==> src/rtl/eth_tx_gap_ctrl.sv <==
// GMII transmit gate: registers the merged arbiter stream, enforces the inter-frame gap,
// truncates jabber frames and blocks while the link is down. Define ETH_TX_STAT_EN for counters.
module eth_tx_gap_ctrl #(
  parameter int IFG_CYCLES = 12,
  parameter int MAX_LEN    = 1530,
  parameter int LEN_W      = 11
) (
  input  logic        gmii_clk,
  input  logic        rst_n,
  input  logic [7:0]  in_gmii_txd,
  input  logic        in_gmii_tx_en,
  input  logic        in_gmii_tx_er,
  input  logic        link_up,
  output logic        ready,
  output logic [7:0]  gmii_txd,
  output logic        gmii_tx_en,
  output logic        gmii_tx_er,
  output logic [1:0]  tx_state_dbg,
  output logic [15:0] frame_cnt,
  output logic [15:0] err_cnt
);

  typedef enum logic [1:0] {
    IDLE = 2'd0,
    PASS = 2'd1,
    DROP = 2'd2,
    GAP  = 2'd3
  } state_t;

  localparam int GAP_W = $clog2(IFG_CYCLES);
  localparam logic [GAP_W-1:0] GAP_LOAD = GAP_W'(IFG_CYCLES - 1);
  localparam logic [LEN_W-1:0] LEN_MAX  = LEN_W'(MAX_LEN);

  state_t             state;
  logic [LEN_W-1:0]   byte_cnt;
  logic [GAP_W-1:0]   gap_cnt;

  assign tx_state_dbg = state;

  // Handshake: ready is a frame-start permission only. The arbiter samples it when it
  // raises in_gmii_tx_en; after that every byte is consumed on every cycle regardless of ready.
  always_ff @(posedge gmii_clk or negedge rst_n) begin
    if (!rst_n) begin
      state      <= IDLE;
      byte_cnt   <= '0;
      gap_cnt    <= '0;
      ready      <= 1'b0;
      gmii_txd   <= 8'd0;
      gmii_tx_en <= 1'b0;
      gmii_tx_er <= 1'b0;
    end else begin
      gmii_txd   <= 8'd0;
      gmii_tx_en <= 1'b0;
      gmii_tx_er <= 1'b0;
      ready      <= 1'b0;
      case (state)
        IDLE: begin
          if (in_gmii_tx_en) begin
            if (link_up) begin
              state      <= PASS;
              byte_cnt   <= LEN_W'(1);
              gmii_txd   <= in_gmii_txd;
              gmii_tx_en <= 1'b1;
              gmii_tx_er <= in_gmii_tx_er;
            end else begin
              state <= DROP;
            end
          end else begin
            ready <= link_up;
          end
        end
        PASS: begin
          if (!in_gmii_tx_en) begin
            state   <= GAP;
            gap_cnt <= GAP_LOAD;
          end else if (byte_cnt == LEN_MAX || !link_up) begin
            // Replace the offending byte with an error marker so the PHY aborts the frame.
            state      <= DROP;
            gmii_tx_en <= 1'b1;
            gmii_tx_er <= 1'b1;
          end else begin
            byte_cnt   <= byte_cnt + 1'b1;
            gmii_txd   <= in_gmii_txd;
            gmii_tx_en <= 1'b1;
            gmii_tx_er <= in_gmii_tx_er;
          end
        end
        DROP: begin
          if (!in_gmii_tx_en) begin
            state   <= GAP;
            gap_cnt <= GAP_LOAD;
          end
        end
        GAP: begin
          if (in_gmii_tx_en) begin
            state <= DROP;
          end else if (gap_cnt == '0) begin
            state <= IDLE;
            ready <= link_up;
          end else begin
            gap_cnt <= gap_cnt - 1'b1;
          end
        end
        default: state <= IDLE;
      endcase
    end
  end

`ifdef ETH_TX_STAT_EN
  logic bad;
  logic good_end;
  logic bad_end;

  always_comb begin
    good_end = (state == PASS) && !in_gmii_tx_en && !bad;
    bad_end  = ((state == PASS) && !in_gmii_tx_en && bad) ||
               ((state == DROP) && !in_gmii_tx_en);
  end

  // Frame status follows the same conditions that steer the FSM into DROP or flag tx_er.
  always_ff @(posedge gmii_clk or negedge rst_n) begin
    if (!rst_n) begin
      bad       <= 1'b0;
      frame_cnt <= 16'd0;
      err_cnt   <= 16'd0;
    end else begin
      case (state)
        IDLE: if (in_gmii_tx_en) bad <= in_gmii_tx_er || !link_up;
        PASS: if (in_gmii_tx_en) bad <= bad || in_gmii_tx_er || !link_up || (byte_cnt == LEN_MAX);
        GAP:  if (in_gmii_tx_en) bad <= 1'b1;
        default: bad <= bad;
      endcase
      if (good_end && frame_cnt != 16'hFFFF) frame_cnt <= frame_cnt + 16'd1;
      if (bad_end && err_cnt != 16'hFFFF)    err_cnt   <= err_cnt + 16'd1;
    end
  end
`else
  assign frame_cnt = 16'd0;
  assign err_cnt   = 16'd0;
`endif

endmodule

==> config.mk <==
export PLATFORM = sky130hd
export DESIGN_NAME = eth_tx_gap_ctrl
export DESIGN_NICKNAME = d
export VERILOG_FILES = /design/src/rtl/eth_tx_gap_ctrl.sv
export SDC_FILE = /design/constraint.sdc
export NUM_CORES = 1
export LEC_CHECK = 0
export ABC_AREA = 1
export CORE_ASPECT_RATIO = 1.1
export CORE_MARGIN = 2
export CORE_UTILIZATION = 46
export CTS_CLUSTER_DIAMETER = 50
export DETAILED_ROUTE_END_ITERATION = 8
export PLACE_DENSITY = 0.85
export SYNTH_ARGS = -nofsm -noshare
export SYNTH_HDL_FRONTEND = slang
export SYNTH_SLANG_ARGS = --single-unit
export TNS_END_PERCENT = 20
==> constraint.sdc <==
create_clock -name gmii_clk -period 1.8 [get_ports gmii_clk]
set_clock_uncertainty 0.1 [all_clocks]
set_input_delay 0.36 -clock gmii_clk [delete_from_list [all_inputs] [get_ports gmii_clk]]
set_output_delay 0.36 -clock gmii_clk [all_outputs]
set_load 0.01 [all_outputs]
==> metrics.yaml <==
run_status:
  outcome: "complete, no violations"
job:
  drv_cap: 0
setup_path:
  worstPathArrival_ns: 1.24
  critPathTopFamily: "buffers and inverters"
  reg2reg_from: "tx_state_dbg[0]"
  path_cells: "clkdlybuf4s50_1"
  cp_max_fo: 5
  rrSetupSlack_ns: 0.15
  cp-end-kind: "primary output"
  start_kind: "flip-flop"
  path_class: "reg2out"
  cp_num_buf_inv: 1
  ff2ff_path_depth: 7
  cp.depth: 1
  required_ns: 1.34
  r2r_end: "gap_cnt[3]"
  slowest_delay_ns: 0.55
  slowest_stage: "clkdlybuf4s50_1"
logic_synthesis:
  synth_area_mm2: 0.00178
  synthCells: 226
  avgSynthCellArea_um2: 7.89
  ys_warn_count: 0
  synth_seq_area_share_pct: 39.3
  synth.distinct_cells: 28
  synth-seq-cells: 28
min_path:
  holdCritPathClass: "in2async"
global_routing:
  grt.overflow.total: 0
  grt_max_degree: 29
  grt_pass1_wl_um: 5580
  grtUsageTotal_pct: 15.4
  grt_pass1_vias: 1355
  antenna_found_initial: 0
layout:
  final_nets: 281
  diodes: 0
  area_growth_pct: 16.8
  final_cell_mix: "nand2_1 (71), conb_1 (32), dfrtp_1 (26), clkdlybuf4s50_1 (25), nor2_1 (23)"
  drive_above_1_share_pct: 8.88
  fin_area_mm2: 0.00208
  postLayoutCoreUtil_pct: 56.6
  final_common_cell: "nand2_1"
floorplan:
  die-area_mm2: 0.00439
  fp-row-count: 23
  design.core.area_mm2: 0.00368
  die_y_um: 69.3
  start_util_pct: 48.4
  die-width_um: 63.4
  ios: 58
placed_design:
  place.gp.congestion: 0.876
  place_hpwl_um: 2370
  port-buffer-count: 25
  place_area_mm2: 0.00201
route:
  vias: 1396
  vias_per_cell: 4.52
  routedWlPerCell_um: 10.1
  first_pass_iters: 4
  ant_nets: 0
  drcViolationCount: 0
  initialDrtViolationCount: 47
  wl_um: 3120
sta:
  drv_slew: 0
  fmax_mhz: 587
  finalCriticalPeriod_ns: 1.70
  report.final.hold_viol_count: 0
  setup_violations: 0
  fin_crit_sh_pct: 94.7
clock_network:
  clk_path_buf_depth: 2
  cts_num_sinks: 28
  cts_hold_buf: 0
  h-tree-depth: 1
  cts_buffers: 3
  insertion_delay_ns: 0.27
  cts_tree: "done"
  clockRootBuffer: "clkbuf_8"
  postCtsSetupBuffers: 0
  clk_pin_slew_ns: 0.10
pwr:
  p_per_area_mw_per_mm2: 1040
  power.total_mw: 2.17
  pwr-share-comb_pct: 39.7
  p_int_mw: 1.39
  swShare_pct: 36.0
  power.clock.fraction_pct: 22.5
  ir_drop_mv: 0.403
  pwr-share-seq_pct: 37.8
  netSwitchingPower_uw: 780
  leakagePower_nw: 1.06
state kept, by name (all words and copies together), names as in the netlist:
register and cells:
byte_cnt 11, gmii_txd 8, gap_cnt 4, tx_state_dbg 2, gmii_tx_en 1, gmii_tx_er 1, ready 1
synthesized netlist by cell type (all sizes together):
| cell | count | area, um^2 |
|---|---|---|
| a211oi | 1 | 7.51 |
| or2 | 3 | 18.8 |
| nor2 | 25 | 104 |
| inv | 20 | 75.1 |
| xor2 | 4 | 35.0 |
| buf | 32 | 240 |
| nor3 | 2 | 15.0 |
| nand3b | 1 | 7.51 |
| o21ai | 7 | 35.0 |
| conb | 1 | 3.75 |
| nand4 | 1 | 6.26 |
| xnor2 | 2 | 17.5 |
| a21oi | 5 | 36.3 |
| nand2 | 74 | 300 |
| dfrtp | 28 | 701 |
| o211ai | 1 | 7.51 |
| ha | 8 | 100 |
| nand3 | 11 | 72.6 |
power by group through the flow:
stage	Combinational (mW)	Clock [mW]	Sequential (mW)
CTS	0.866	0.504	0.816
global route	0.984	0.532	0.840
global placement	0.852	0	0.826
finish	0.861	0.489	0.819
floorplan	0.609	0	0.842
detailed placement	0.866	0	0.826
through the flow:
stage / setup slack [ns] / TNS [ns] / cells / hold WS [ns]
after detailed placement: 0.00696 / 0 / 305 / 0.384
after global routing: -0.00176 / -0.00176 / 309 / 0.378
after global placement: 0.0732 / 0 / 305 / 0.374
after floorplan: 0.226 / 0 / 257 / -0.0356
final: 0.0953 / 0 / 309 / 0.352
after CTS: 0.0267 / 0 / 309 / 0.365
cells by family after synthesis:
kind of cell    synth area share, %
simple gates                   29.4
buf+inv                        17.7
flops                          39.3
compound gates                 4.84
fa+ha+maj                      5.61
xor+xnor                       2.95
other cells                   0.210
layer usage:
metal / GRT usage, % / wire length [um]
met4: 6.28 / 34
met1: 18.5 / 1320
met2: 27.5 / 1600
met5: 0 / 0
met3: 1.79 / 159
timing repair:
item	CTS	global route
endpoints found under the setup margin	0	5
endpoints found under the hold margin	0	0
resized for setup	0	2
how the worst max path moves through the flow:
stage,from,endpoint,slack [ns]
final,tx_state_dbg[0],tx_state_dbg[0],0.1
after CTS,tx_state_dbg[0],tx_state_dbg[0],0.03
after detailed placement,in_gmii_tx_en,tx_state_dbg[0],0.007
after global routing,tx_state_dbg[0],byte_cnt[3],-0.002
after floorplan,tx_state_dbg[1],byte_cnt[6],0.23
after global placement,in_gmii_tx_en,tx_state_dbg[0],0.07
layout make-up:
cell class | count | area [um^2]
Sequential cell | 28 | 703
Timing Repair Buffer | 30 | 288
Multi-Input combinational cell | 177 | 883
Clock buffer | 3 | 41.3
Tap cell | 50 | 62.6
Fill cell | 340 | 1600
Inverter | 20 | 75.1
Clock inverter | 1 | 30.0
Power figures use the tool's default switching activity.
